[src/rtl/lc3_pkg.sv]
// Shared types and constants for the LC-3 interrupt entry sequencer.
// Holds the sequencer state enum, PSR field positions and vector table base.
package lc3_pkg;

    typedef enum logic [2:0] {
        ST_IDLE,
        ST_SWAP_SP,
        ST_PUSH_PSR,
        ST_PUSH_PC,
        ST_READ_VEC,
        ST_COMMIT
    } int_state_e;

    localparam logic [7:0] VEC_TABLE_HI = 8'h01;
    localparam int PSR_PRIV_BIT = 15;
    localparam int PSR_PRIO_MSB = 10;
    localparam int PSR_PRIO_LSB = 8;

    function automatic logic [15:0] vec_addr(input logic [7:0] v);
        return {VEC_TABLE_HI, v};
    endfunction

endpackage

[src/rtl/lc3_mem_req.sv]
// Single memory access engine: holds a request until mem_r_i, then pulses done_o.
// Ports: start_i/we_i/addr_i/wdata_i issue; mem_* drive the bus; done_o/rdata_o report.
module lc3_mem_req
    import lc3_pkg::*;
(
    input  logic        clk,
    input  logic        reset,
    input  logic        start_i,
    input  logic        we_i,
    input  logic [15:0] addr_i,
    input  logic [15:0] wdata_i,
    input  logic        mem_r_i,
    input  logic [15:0] mem_rdata_i,
    output logic        mem_en_o,
    output logic        mem_we_o,
    output logic [15:0] mem_addr_o,
    output logic [15:0] mem_wdata_o,
    output logic        done_o,
    output logic [15:0] rdata_o
);

    logic        en_q;
    logic        we_q;
    logic [15:0] addr_q;
    logic [15:0] wdata_q;
    logic        done_q;
    logic [15:0] rdata_q;

    always_ff @(posedge clk or posedge reset) begin
        if (reset) begin
            en_q    <= 1'b0;
            we_q    <= 1'b0;
            addr_q  <= '0;
            wdata_q <= '0;
            done_q  <= 1'b0;
            rdata_q <= '0;
        end else begin
            done_q <= en_q & mem_r_i;
            if (start_i) begin
                en_q    <= 1'b1;
                we_q    <= we_i;
                addr_q  <= addr_i;
                wdata_q <= wdata_i;
            end else if (en_q && mem_r_i) begin
                // Address/data stay put; only the request qualifiers drop.
                en_q    <= 1'b0;
                we_q    <= 1'b0;
                rdata_q <= mem_rdata_i;
            end
        end
    end

    assign mem_en_o    = en_q;
    assign mem_we_o    = we_q;
    assign mem_addr_o  = addr_q;
    assign mem_wdata_o = wdata_q;
    assign done_o      = done_q;
    assign rdata_o     = rdata_q;

endmodule

[src/rtl/lc3_int_sequencer.sv]
// LC-3 interrupt entry: stack swap, push PSR/PC, vector fetch, commit new PC/PSR/R6.
// Inputs: request, CPU state, memory ready/data. Outputs: registered memory bus and strobes.
module lc3_int_sequencer
    import lc3_pkg::*;
(
    input  logic        clk,
    input  logic        reset,
    input  logic [2:0]  INT_Priority,
    input  logic [7:0]  INTV,
    input  logic        INSN_BOUNDARY,
    input  logic [15:0] PSR_IN,
    input  logic [15:0] PC_IN,
    input  logic [15:0] R6_IN,
    input  logic [15:0] SAVED_SSP,
    input  logic [15:0] MEM_RDATA,
    input  logic        MEM_R,
    output logic        MEM_EN,
    output logic        MEM_WE,
    output logic [15:0] MEM_ADDR,
    output logic [15:0] MEM_WDATA,
    output logic        BUSY,
    output logic        USP_WE,
    output logic        R6_WE,
    output logic [15:0] R6_WDATA,
    output logic        PSR_WE,
    output logic [15:0] PSR_OUT,
    output logic        PC_LOAD,
    output logic [15:0] PC_OUT,
    output logic        INT_ACK
);

    int_state_e  state_q, state_d;
    logic        sent_q, sent_d;
    logic [7:0]  intv_q;
    logic [2:0]  prio_q;
    logic [15:0] psr_q;
    logic [15:0] pc_q;
    logic [15:0] sp_q;

    logic        busy_q;
    logic        usp_we_q;
    logic        commit_q;
    logic [15:0] pc_out_q;
    logic [15:0] psr_out_q;
    logic [15:0] r6_wdata_q;

    logic        accept;
    logic        start;
    logic        req_we;
    logic [15:0] req_addr;
    logic [15:0] req_wdata;
    logic        done;
    logic [15:0] vec_data;
    logic [15:0] sp_m1;
    logic [15:0] sp_m2;

    assign sp_m1 = sp_q - 16'd1;
    assign sp_m2 = sp_q - 16'd2;

    assign accept = (state_q == ST_IDLE) && INSN_BOUNDARY &&
                    (INT_Priority > PSR_IN[PSR_PRIO_MSB:PSR_PRIO_LSB]);

    always_comb begin
        state_d   = state_q;
        sent_d    = sent_q;
        start     = 1'b0;
        req_we    = 1'b0;
        req_addr  = '0;
        req_wdata = '0;
        unique case (state_q)
            ST_IDLE: begin
                if (accept) begin
                    sent_d  = 1'b0;
                    state_d = PSR_IN[PSR_PRIV_BIT] ? ST_SWAP_SP : ST_PUSH_PSR;
                end
            end
            ST_SWAP_SP: begin
                state_d = ST_PUSH_PSR;
            end
            ST_PUSH_PSR: begin
                // First cycle only launches the push once SP is settled.
                if (!sent_q) begin
                    sent_d    = 1'b1;
                    start     = 1'b1;
                    req_we    = 1'b1;
                    req_addr  = sp_m1;
                    req_wdata = psr_q;
                end else if (done) begin
                    state_d   = ST_PUSH_PC;
                    start     = 1'b1;
                    req_we    = 1'b1;
                    req_addr  = sp_m2;
                    req_wdata = pc_q;
                end
            end
            ST_PUSH_PC: begin
                if (done) begin
                    state_d  = ST_READ_VEC;
                    start    = 1'b1;
                    req_addr = vec_addr(intv_q);
                end
            end
            ST_READ_VEC: begin
                if (done) state_d = ST_COMMIT;
            end
            ST_COMMIT: begin
                state_d = ST_IDLE;
            end
            default: state_d = ST_IDLE;
        endcase
    end

    always_ff @(posedge clk or posedge reset) begin
        if (reset) begin
            state_q    <= ST_IDLE;
            sent_q     <= 1'b0;
            intv_q     <= '0;
            prio_q     <= '0;
            psr_q      <= '0;
            pc_q       <= '0;
            sp_q       <= '0;
            busy_q     <= 1'b0;
            usp_we_q   <= 1'b0;
            commit_q   <= 1'b0;
            pc_out_q   <= '0;
            psr_out_q  <= '0;
            r6_wdata_q <= '0;
        end else begin
            state_q <= state_d;
            sent_q  <= sent_d;
            if (accept) begin
                intv_q <= INTV;
                prio_q <= INT_Priority;
                psr_q  <= PSR_IN;
                pc_q   <= PC_IN;
            end
            if (accept && !PSR_IN[PSR_PRIV_BIT]) begin
                sp_q <= R6_IN;
            end else if (state_q == ST_SWAP_SP) begin
                sp_q <= SAVED_SSP;
            end
            busy_q   <= (state_d != ST_IDLE);
            usp_we_q <= (state_d == ST_SWAP_SP);
            commit_q <= (state_d == ST_COMMIT);
            if (state_d == ST_COMMIT) begin
                pc_out_q   <= vec_data;
                psr_out_q  <= {1'b0, psr_q[14:11], prio_q, psr_q[7:0]};
                r6_wdata_q <= sp_m2;
            end
        end
    end

    lc3_mem_req u_mem (
        .clk         (clk),
        .reset       (reset),
        .start_i     (start),
        .we_i        (req_we),
        .addr_i      (req_addr),
        .wdata_i     (req_wdata),
        .mem_r_i     (MEM_R),
        .mem_rdata_i (MEM_RDATA),
        .mem_en_o    (MEM_EN),
        .mem_we_o    (MEM_WE),
        .mem_addr_o  (MEM_ADDR),
        .mem_wdata_o (MEM_WDATA),
        .done_o      (done),
        .rdata_o     (vec_data)
    );

    assign BUSY     = busy_q;
    assign USP_WE   = usp_we_q;
    assign R6_WE    = commit_q;
    assign R6_WDATA = r6_wdata_q;
    assign PSR_WE   = commit_q;
    assign PSR_OUT  = psr_out_q;
    assign PC_LOAD  = commit_q;
    assign PC_OUT   = pc_out_q;
    assign INT_ACK  = commit_q;

endmodule

[config.mk]
export PLATFORM = sky130hd
export DESIGN_NAME = lc3_int_sequencer
export DESIGN_NICKNAME = d
export VERILOG_FILES = /design/src/rtl/lc3_pkg.sv /design/src/rtl/lc3_mem_req.sv /design/src/rtl/lc3_int_sequencer.sv
export SDC_FILE = /design/constraint.sdc
export NUM_CORES = 1
export LEC_CHECK = 0
export BUFFER_PORTS_ARGS = -buffer_cell sky130_fd_sc_hd__buf_2
export CORE_MARGIN = 5
export CORE_UTILIZATION = 40
export DETAILED_ROUTE_END_ITERATION = 16
export GPL_TIMING_DRIVEN = 0
export PLACE_DENSITY = 0.61
export SLEW_MARGIN = 20
export SYNTH_ARGS = -nofsm -noshare
export SYNTH_HDL_FRONTEND = slang
export SYNTH_HIERARCHICAL = 1
export SYNTH_SLANG_ARGS = --single-unit
[constraint.sdc]
create_clock -name clk -period 4.8 [get_ports clk]
set_clock_uncertainty 0.05 [all_clocks]
set_input_delay 0.72 -clock clk [delete_from_list [all_inputs] [get_ports clk]]
set_output_delay 0.72 -clock clk [all_outputs]
set_load 0.02 [all_outputs]
## After elaboration in Yosys (flattened, before gate mapping)

Cells that the tools add are included.
W data, S select, Z words.

- Register bits: 164
- Bits of input ports: 95
- Output and inout bits: 88
- Logic and storage cells: 68

- Add/sub/neg operators: 2
- Order comparisons: 1
- Equality and inequality tests: 7
- Multiplexer cells: 25
- Bitwise operators: 2
- Reduce and logical (&&, ||, !) cells: 12

Operator list:

| kind | count |
|---|---|
| $mux W16 | 7 |
| $pmux W16 S2 | 1 |
| $sub A16 B1 Y16 const B | 1 |
| $sub A16 B2 Y16 const B | 1 |
| $mux W3 | 5 |
| $pmux W3 S5 | 1 |
| $mux W9 | 1 |
| $mux W1 | 7 |
| $eq A3 B1 Y1 const B | 2 |
| $eq A3 B2 Y1 const B | 2 |
| $eq A3 B3 Y1 const B | 2 |
| $reduce_bool A2 Y1 | 3 |
| $logic_and A1 B1 Y1 | 4 |
| $pmux W1 S2 | 2 |
| $reduce_and A2 Y1 | 2 |
| $gt A3 B3 Y1 | 1 |
| $logic_not A3 Y1 | 1 |
| $reduce_bool A3 Y1 | 1 |
| $mux W2 | 1 |
| $ne A2 B2 Y1 const B | 1 |
| $and A1 B1 Y1 | 1 |
| $logic_not A1 Y1 | 1 |
| $not A1 Y1 | 1 |

## Longest topological paths before layout

Gate-level depths: netlist (run 1).

- Word-level depth: 6
- Depth in mapped cells: 9
- Gate-level depth less buffers: 7

## Cells and area by module

The synthesis (run 1) kept the hierarchy.

By module, submodules not included:

| module | times used | cells an instance | area each (sq um) | seq. area each (sq um) |
|---|---|---|---|---|
| lc3_int_sequencer | 1 | 478 | 5,575.3 | 2,827.7 |
| lc3_mem_req | 1 | 112 | 1,948.1 | 1,276.2 |

## Worst setup path after synthesis (run 1)

OpenSTA, ideal clock, no wires.

- Path type: input -> register
- Start point: input port PSR_IN[9]
- End point: register state_q[0]
- Setup time: 0.126 ns
- Arrival time: 2.299 ns
- Data required time: 4.624 ns
- Setup slack: 2.325 ns
- Cell stages on the path: 9
- Buffers on the path: 3
- Cells stage by stage: inv_1 ha_1 nor2b_1 o21a_1 clkbuf_1 o21a_1 buf_6 buf_6 a221o_1

- Longest elaborated chain between the ends: 4

RTL lines:

| what | line | text |
|---|---|---|
| from (decl) | lc3_int_sequencer.sv:11 | `input logic [15:0] PSR_IN,` |
| $gt A3 B3 Y1 | lc3_int_sequencer.sv:61 | `(INT_Priority > PSR_IN[PSR_PRIO_MSB:PSR_PRIO_LSB]);` |
| $logic_and A1 B1 Y1 | lc3_int_sequencer.sv:60 | `assign accept = (state_q == ST_IDLE) && INSN_BOUNDARY &&` |
| $mux W3 | lc3_int_sequencer.sv:72 | `if (accept) begin` |
| $pmux W3 S5 | lc3_int_sequencer.sv:70 | `unique case (state_q)` |
| named net state_d[0] | lc3_int_sequencer.sv:32 | `int_state_e state_q, state_d;` |
| to (signal assigned) | lc3_int_sequencer.sv:129 | `state_q <= state_d;` |
| to (decl) | lc3_int_sequencer.sv:32 |  |

The timed path passes the listed nets, and every way through them passes these cells.
A chain may end at the register's enable or synchronous reset.

## Worst setup path after layout (run 1)

- Start point: register sp_q[1]
- End point: register u_mem.addr_q[15], in the netlist u_mem/mem_addr_o[15]

- Longest elaborated chain between the ends: 4
- Elaborated cells on any way between the ends: 5
- Those cells by class: add/sub: 2; mux: 3

RTL lines:

| what | line | text |
|---|---|---|
| from (decl) | lc3_int_sequencer.sv:38 | `logic [15:0] sp_q;` |
| from (signal assigned) | lc3_int_sequencer.sv:121 | `sp_q <= '0;` |
| from (signal assigned) | lc3_int_sequencer.sv:138 | `sp_q <= R6_IN;` |
| from (signal assigned) | lc3_int_sequencer.sv:140 | `sp_q <= SAVED_SSP;` |
| $sub A16 B2 Y16 | lc3_int_sequencer.sv:58 | `assign sp_m2 = sp_q - 16'd2;` |
| $mux W16 | lc3_int_sequencer.sv:88 | `end else if (done) begin` |
| $mux W16 * | lc3_int_sequencer.sv:82 | `if (!sent_q) begin` |
| $pmux W16 S2 * | lc3_int_sequencer.sv:70 |  |
| named net req_addr[15] | lc3_int_sequencer.sv:50 | `logic [15:0] req_addr;` |
| to (signal assigned) | lc3_mem_req.sv:42 | `addr_q <= addr_i;` |
| to (decl) | lc3_mem_req.sv:24 | `logic [15:0] addr_q;` |

Mark *: on every way through the listed nets, which the timed path passes. The rest lies on a longest branch.

==> impl_metrics.json, run 1 <==
{
  "die-area_sq_um": 21650,
  "die_w_microns": 147.1,
  "core_area_sq_um": 18640,
  "cp_data_required_time_ns": 5.06,
  "timing.setup.tns_ns": 0,
  "drtIter0Drc": 222,
  "firstDrtPassIters": 5,
  "area_delta_synth_final_pct": 24.80,
  "synth_largest_area_cell": "dfrtp_1",
  "fin_cells": 1040,
  "syn_nets": 691,
  "clock_latency_ns": 0.43,
  "drive_gt1_frac": 0.4502,
  "wire_per_inst_microns": 19.28,
  "grt_pass1_vias": 5915,
  "grt_pass1_wl_mm": 32.53,
  "finalMaxSlewViolations": 0,
  "start_kind": "flop",
  "path_max_fanout": 7,
  "gp_congestion": 0.8578,
  "hp-class": "input port to async pin",
  "io_buffers": 181,
  "final_area_sq_um": 9389,
  "n_fill_cell": 1713,
  "syn_area_per_cell_sq_um": 12.75,
  "pin_count": 183,
  "drv_cap": 0,
  "final_common_cell": "buf_2",
  "start_util": 0.4036,
  "max_slew_margin": 0.3605,
  "clk_pin_slew_ns": 0.06,
  "cp-end-kind": "flop",
  "postLayoutSetupSlackWorst_ns": 2.011,
  "ys_seq_area_frac": 0.5455,
  "clk_path_buf_depth": 2,
  "final_cell_mix": "buf_2, dfrtp_1, mux2_2",
  "fp-row-count": 50,
  "drc": 0,
  "antenna_found_initial": 2,
  "period_share": 0.5811,
  "utilization": 0.5036,
  "rsz0062_at_grt": "false",
  "power_density_nw_per_um2": 320.0,
  "irDropWorstVdd_uv": 243.1,
  "report.final.setup_viol": 0,
  "fin_crit_ns": 2.789,
  "total_leakage_power_nw": 4.993,
  "worstMarginPinSlew_ns": 0.9505,
  "synth-seq-cells": 164,
  "drt_wl_total_mm": 20.05,
  "via_count": 5469,
  "grt_start_max_net_pins": 73,
  "cts_tree": "yes",
  "syn_inst": 590,
  "crit_arrival_ns": 3.05,
  "htree_levels": 4,
  "hpwlAfterDp_mm": 14.97,
  "dpl_worst_slack_ns": 1.929,
  "ys_warn_count": 6,
  "yosysUniqueCellTypes": 60,
  "status": "complete, no violations",
  "synth-async-reset-ratio": 1.000,
  "root_buffer": "clkbuf_16",
  "antenna_left": 0,
  "critPathLaunch": "sp_q[1]",
  "yosysTopAreaCellShare": 0.5455,
  "cts-buffers-inserted": 17,
  "crit_type": "flop to flop",
  "synth_edf_count": 0,
  "hold_viol": 0,
  "syn_area_sq_um": 7523,
  "die_h_microns": 147.1,
  "post-cts-setup-buffers": 0,
  "hold_buffers": 0,
  "cts_resized": 0,
  "nNetsFinal": 892,
  "yosys-top-cells-area": "dfrtp_1, mux2_2, mux2_1",
  "via_per_inst": 5.259,
  "ys.flop_type": "dfrtp_1",
  "globalRouteTotalUtil": 0.1898,
  "placed_cell_area_sq_um": 8766,
  "r2r_start": "sp_q[1]",
  "grt_overflow": 0,
  "max_freq_mhz": 358.5,
  "dp.cells": 1006,
  "cts.sinks": 164
}
==> power breakdown <==
part | internal, mW | total (mW) | switching [mW]
logic | 0.0618 | 0.142 | 0.0805
registers | 1.41 | 1.43 | 0.0200
clock network | 0.837 | 1.43 | 0.598
total | 2.31 | 3.00 | 0.698
==> per-layer routing <==
layer  GRT usage  part of all wire  up-vias
met5           0           0.00065        -
met4     0.05499             0.014        2
met3     0.06539             0.074       22
met2      0.3060              0.48      161
met1      0.2439              0.43     2762
li1            -                 -     2522
==> synth_stat cells (3+ instances only) <==
cell,count
dfrtp_1,164
mux2_2,106
nor2_1,29
nand2_1,28
mux2_1,26
a21oi_1,19
a22o_1,18
clkbuf_1,18
inv_1,15
o21ai_0,12
mux2_4,10
buf_2,9
nand3_1,9
xnor2_1,8
xor2_1,8
and2_1,6
buf_6,6
ha_1,6
nor2b_1,6
o2111ai_1,6
o211ai_1,6
buf_4,5
nand2b_1,5
and3_1,4
nand4_1,4
nor4_1,4
a211oi_1,3
o221ai_1,3
o311ai_0,3
o31ai_1,3
==> cells by family (layout without fill, tap and decap cells) <==
| family | count (synthesis) | after routing | synth area share |
|---|---|---|---|
| AO/OA/AOI/OAI | 92 | 92 | 0.08914 |
| multiplexers | 143 | 143 | 0.2189 |
| XOR/XNOR | 16 | 16 | 0.01863 |
| AND/OR/NAND/NOR | 113 | 113 | 0.07999 |
| buffers and inverters | 55 | 269 | 0.03742 |
| flip-flops | 164 | 164 | 0.5455 |
| adder cells (fa/ha/maj) | 6 | 6 | 0.009978 |
| other | 1 | 3 | 0.0004984 |
==> worst max-delay path: stages, from the launching register on <==
cell and delay (ns):
dfrtp_1 0.45, inv_1 0.22, ha_1 0.29, nor3b_2 0.40
nand4_1 0.36, or3_1 0.41, o221a_2 0.23, mux2_2 0.26
==> flip-flops by register name, summed over array words and instances, names as in the netlist, 3 cells and up <==
register	count
PC_OUT	16
R6_WDATA	16
pc_q	16
psr_q	16
sp_q	16
u_mem/mem_addr_o	16
u_mem/mem_wdata_o	16
u_mem/rdata_o	16
PSR_OUT	15
intv_q	8
prio_q	3
state_q	3
==> worst paths after layout <==
kind,slack (ns),cells past startpoint,endpoint
max,2.01,7,u_mem/mem_addr_o[15]
min,0.27,2,PC_OUT[9]
max reg2reg,2.01,7,u_mem/mem_addr_o[15]
min reg2reg,0.43,1,prio_q[0]
max in group asynchronous,3.71,3,PSR_OUT[1]
min in group clk,0.43,1,prio_q[0]
==> per-stage QoR <==
step | hold slack [ns] | power, mW
final | 0.2730 | 3.004
after global routing | 0.2931 | 3.124
after CTS | 0.2795 | 3.041
after detailed placement | 0.4208 | 1.598
after global placement | 0.4153 | 1.589
after floorplan | 0.4041 | 1.522
==> area by class of cell <==
cell class | count | area [sq um] | area share
multi-input cells | 371 | 3147 | 0.3352
inverters | 15 | 63.81 | 0.006796
well taps | 234 | 292.8 | 0.03118
clock inverters | 14 | 188.9 | 0.02012
plain buffers | 40 | 225.2 | 0.02399
repair buffers | 182 | 933.4 | 0.09941
diodes | 2 | 5.005 | 0.0005330
clock buffers | 18 | 429.2 | 0.04571
flip-flops and latches | 164 | 4104 | 0.4371
No activity file was read; power rests on OpenSTA's default activity.
==> run 2, diff against run 1 <==
- PLACE_DENSITY: 0.61 -> 0.63
- clock period: 4.8 -> 2.55 ns (I/O delays scaled with it)
==> run 2 against run 1 <==
Power up 89%. Via count down 0.73%. Sequential share of layout area down 0.31 points. Largest cell class unchanged. Register-to-register slack worse by 2.0 ns. Cell area up 0.72%. Critical path type unchanged. Utilization up 0.36 points. Die area unchanged. Clock power up 90%. Hold slack worse by 0.26 ns. Cell count up 0.58%. Flip-flop and latch count unchanged. Critical endpoint unchanged. Wire length down 1.9%.
==> impl_metrics.json, run 2 (same netlist as run 1, synthesis figures left out) <==
{
  "status": "complete, no violations",
  "dpl_worst_slack_ns": -0.2915,
  "drv_cap": 0,
  "r2r_slack_ns": 0.06,
  "die_h_microns": 147.1,
  "pin_count": 183,
  "antenna_found_initial": 8,
  "globalRouteTotalUtil": 0.1855,
  "fp-row-count": 50,
  "power_density_nw_per_um2": 600.3,
  "core_area_sq_um": 18640,
  "grt_pass1_vias": 5714,
  "firstDrtPassIters": 4,
  "drt_wl_total_mm": 19.67,
  "hp-class": "input port to async pin",
  "critPathLaunch": "sp_q[1]",
  "rr_endpoint": "u_mem/mem_addr_o[15]",
  "grt_pass1_wl_mm": 31.57,
  "multi_input_area_sq_um": 3158,
  "start_kind": "flop",
  "finalMaxSlewViolations": 0,
  "worstMarginPinSlew_ns": 0.8083,
  "crit_arrival_ns": 2.76,
  "drive_gt1_frac": 0.4586,
  "max_slew_margin": 0.4562,
  "hpwlAfterDp_mm": 14.48,
  "max_freq_mhz": 400.8,
  "area_delta_synth_final_pct": 25.69,
  "path_cells": "inv_1 -> ha_1 -> nor3b_2 -> nand4_1 -> or3_1 -> o221a_2 -> mux2_2",
  "root_buffer": "clkbuf_16",
  "crit_type": "flop to flop",
  "hold_buffers": 0,
  "n_fill_cell": 1697,
  "seq_area_sq_um": 4104,
  "final_cell_mix": "buf_2, dfrtp_1, mux2_2",
  "die-area_sq_um": 21650,
  "htree_levels": 4,
  "drtIter0Drc": 260,
  "r2r_start": "sp_q[1]",
  "path_max_fanout": 7,
  "cts-buffers-inserted": 17,
  "clk_path_buf_depth": 2,
  "gp_congestion": 0.8736,
  "cp_slowest_stage_delay_ns": 0.45,
  "grt_start_max_net_pins": 52,
  "io_buffers": 181,
  "final_common_cell": "buf_2",
  "antenna_left": 0,
  "via_count": 5429,
  "irDropWorstVdd_uv": 501.6,
  "via_per_inst": 5.190,
  "period_share": 0.9784,
  "total_leakage_power_nw": 5.015,
  "die_w_microns": 147.1,
  "wire_per_inst_microns": 18.80,
  "clock_latency_ns": 0.43,
  "drc": 0,
  "timing.setup.tns_ns": 0,
  "reg2reg_depth": 7,
  "hold_viol": 0,
  "rsz0062_at_grt": "true",
  "cts_tree": "yes",
  "fin_crit_ns": 2.495,
  "postLayoutSetupSlackWorst_ns": 0.05519,
  "report.final.setup_viol": 0,
  "cp_slowest_cell": "dfrtp_1",
  "start_util": 0.4036,
  "grt_overflow": 0,
  "cp_data_required_time_ns": 2.81,
  "cp-end-kind": "flop",
  "cts.sinks": 164,
  "nNetsFinal": 897,
  "clk_pin_slew_ns": 0.07
}
[run 2: final cells by class]
cell class	instances	share of cell area
diodes	3	0.0007939
plain buffers	40	0.02382
clock buffers	17	0.04499
clock inverters	15	0.02038
inverters	15	0.006616
multi-input cells	371	0.3340
flip-flops and latches	164	0.4340
well taps	234	0.03096
repair buffers	187	0.1045
[run 2: stage by stage]
| stage | total power [mW] | hold slack [ns] | util | area [sq um] | cells |
|---|---|---|---|---|---|
| 6_report | 5.677 | 0.01733 | 0.5072 | 9457 | 1046 |
| 3_3_place_gp | 2.995 | 0.4107 | 0.4681 | 8726 | 1005 |
| 3_5_place_dp | 3.011 | 0.4194 | 0.4714 | 8788 | 1008 |
| 5_1_grt | 5.896 | 0.05693 | 0.5071 | 9454 | 1045 |
| 2_1_floorplan | 2.865 | 0.4041 | - | 7527 | 590 |
| 4_1_cts | 5.739 | 0.02511 | 0.5057 | 9428 | 1041 |
[run 2: metal layers]
metal / routed length (microns) / vias to the layer above / track usage
met5: 59 / - / 0
met4: 427 / 12 / 0.05499
met3: 1540 / 39 / 0.07403
met2: 9005 / 175 / 0.2827
met1: 8636 / 2653 / 0.2454
li1: - / 2550 / -
[run 2: worst max path at each step]
stage / to
final: u_mem/mem_addr_o[15]
after global routing: u_mem/mem_addr_o[8]
after detailed placement: u_mem/mem_addr_o[7]
after floorplan: u_mem/mem_addr_o[15]
after global placement: PSR_OUT[12]
after CTS: u_mem/mem_wdata_o[10]
[run 2: critical path: cells and delay by family, from the launching register on]
family,cells,cell delay (ns)
buffers and inverters,1,0.19
AO/OA/AOI/OAI,1,0.24
AND/OR/NAND/NOR,3,0.93
adder cells (fa/ha/maj),1,0.26
flip-flops,1,0.45
multiplexers,1,0.26
[run 2: where the power goes]
| group | switching, mW | total (mW) | internal, mW |
|---|---|---|---|
| combinational | 0.150 | 0.272 | 0.122 |
| clock | 1.15 | 2.72 | 1.57 |
| sequential | 0.0367 | 2.69 | 2.65 |
[run 2: timing repair]
action / CTS / global route
buffers inserted: 1 / 2
setup endpoints to repair: 27 / 42
resized for setup: 2 / 2
pin swaps: 1 / 2
==> run 3, diff against run 2 <==
- PLACE_DENSITY: 0.63 -> 0.65
==> run 3 against run 2 <==
Clock power shrank 4%. Wire length shrank 0.77%. Clock-buffer cell count is the same. Global-route usage decreased by 0.25 points. Cell count unchanged. Power fell by 1.8%. Combinational power up 3%.
==> impl_metrics.json, run 3 (same netlist as run 1, synthesis figures left out) <==
{
  "status": "complete, no violations",
  "final_cell_mix": "buf_2, dfrtp_1, mux2_2",
  "cts_tree": "yes",
  "wire_per_inst_microns": 18.66,
  "power_density_nw_per_um2": 588.6,
  "via_count": 5445,
  "die_w_microns": 147.1,
  "drt_wl_total_mm": 19.52,
  "die_h_microns": 147.1,
  "max_slew_margin": 0.4326,
  "grt_overflow": 0,
  "period_share": 0.9467,
  "placed_cell_area_sq_um": 8816,
  "dp.cells": 1009,
  "pin_count": 183,
  "crit_type": "flop to flop",
  "fin_crit_ns": 2.414,
  "finalMaxSlewViolations": 0,
  "cts-buffers-inserted": 17,
  "critical_path_depth": 6,
  "clk_path_buf_depth": 2,
  "start_kind": "flop",
  "io_buffers": 181,
  "grt_start_max_net_pins": 52,
  "worst_hold_slack_ns": 0.1184,
  "path_cells": "clkbuf_1 -> nor4_1 -> nor3_1 -> o31ai_1 -> o21ai_0 -> mux2_2",
  "max_freq_mhz": 414.2,
  "r2r_slack_ns": 0.14,
  "critPathCapture": "u_mem/mem_addr_o[10]",
  "rsz0062_at_grt": "false",
  "path_max_fanout": 8,
  "gp_congestion": 0.8935,
  "crit_arrival_ns": 2.67,
  "fin_cells": 1046,
  "cp_data_required_time_ns": 2.81,
  "globalRouteTotalUtil": 0.1830,
  "rr_endpoint": "u_mem/mem_addr_o[10]",
  "critPathBufInv": 1,
  "root_buffer": "clkbuf_16",
  "final_common_cell": "buf_2",
  "min_from": "PSR_IN[11]",
  "clock_latency_ns": 0.43,
  "cts.sinks": 164,
  "antenna_left": 0,
  "via_per_inst": 5.206,
  "grt_pass1_vias": 5700,
  "nNetsFinal": 898,
  "clk_pin_slew_ns": 0.07,
  "critPathLaunch": "sp_q[7]",
  "cp_slowest_cell": "nor4_1",
  "reg2reg_depth": 6,
  "dpl_worst_slack_ns": -0.1658,
  "grt_pass1_wl_mm": 31.40,
  "crit_family": "simple AND/OR/NAND/NOR gates",
  "irDropWorstVdd_uv": 458.9,
  "power_mw": 5.577,
  "fp-row-count": 50,
  "cp-end-kind": "flop",
  "core_area_sq_um": 18640,
  "area_delta_synth_final_pct": 25.94,
  "firstDrtPassIters": 5,
  "drc": 0,
  "n_fill_cell": 1691,
  "r2r_start": "sp_q[7]",
  "drtIter0Drc": 307,
  "drive_gt1_frac": 0.4630,
  "final_area_sq_um": 9475,
  "worstMarginPinSlew_ns": 0.8434,
  "htree_levels": 4,
  "hold_viol": 0,
  "total_leakage_power_nw": 5.007,
  "cp_slowest_stage_delay_ns": 0.80,
  "postLayoutSetupSlackWorst_ns": 0.1359,
  "antenna_found_initial": 7,
  "die-area_sq_um": 21650,
  "start_util": 0.4036,
  "report.final.setup_viol": 0,
  "hpwlAfterDp_mm": 14.52,
  "hp-class": "input port to flop",
  "drv_cap": 0
}
run 3: changes by cell type in the layout (fill, tap and decap cells not counted), sizes merged:
cell	change
bufinv	-1
diode	-1
clkinvlp	+1
inv	-1
dlygate4sd3	+1
clkinv	+1
run 3: routing by layer:
metal | wire (microns) | part of all wire | global-route usage
met5 | 60 | 0.0031 | 0
met1 | 8574 | 0.44 | 0.2429
met2 | 8980 | 0.46 | 0.2873
met3 | 1591 | 0.082 | 0.06200
met4 | 311 | 0.016 | 0.05172
run 3: report_power, final:
part	internal [mW]	leakage (nW)	switching, mW	total [mW]
clock network	1.47	0.279	1.14	2.61
registers	2.65	2.22	0.0376	2.69
logic	0.127	2.50	0.153	0.280
run 3: stage by stage:
stage | setup TNS, ns | util
4_1_cts | -0.09067 | 0.5065
3_3_place_gp | -19.84 | 0.4681
6_report | 0 | 0.5083
3_5_place_dp | -1.494 | 0.4729
5_1_grt | 0 | 0.5083
2_1_floorplan | 0 | -
run 3: layout make-up:
type / instances / area (sq um) / area share
Clock inverter: 15 / 171.4 / 0.01809
Antenna cell: 2 / 5.005 / 0.0005282
Tap cell: 234 / 292.8 / 0.03090
Sequential cell: 164 / 4104 / 0.4331
Clock buffer: 17 / 425.4 / 0.04490
Buffer: 40 / 227.7 / 0.02403
Inverter: 15 / 62.56 / 0.006602
Timing Repair Buffer: 188 / 1018 / 0.1075
Multi-Input combinational cell: 371 / 3168 / 0.3343
run 3: worst reg2reg max path, cell delays in order (launching register included):
cell	delay, ns
dfrtp_1	0.36
clkbuf_1	0.23
nor4_1	0.80
nor3_1	0.14
o31ai_1	0.22
o21ai_0	0.20
mux2_2	0.30
run 3: worst min-delay path by stage:
stage | to | slack (ns) | depth (start not counted)
floorplan | prio_q[0] | 0.40 | 1
global placement | R6_WDATA[0] | 0.41 | 2
detailed placement | intv_q[5] | 0.32 | 2
CTS | psr_q[11] | 0.10 | 2
global route | psr_q[13] | 0.11 | 2
finish | psr_q[11] | 0.12 | 2
run 3: timing repair:
action / CTS / global route
buffers inserted: 0 / 2
hold buffers: 1 / 0
hold endpoints to repair: 4 / 0
endpoints found under the setup margin: 30 / 33
pin swaps: 0 / 1
gates resized for setup: 3 / 8
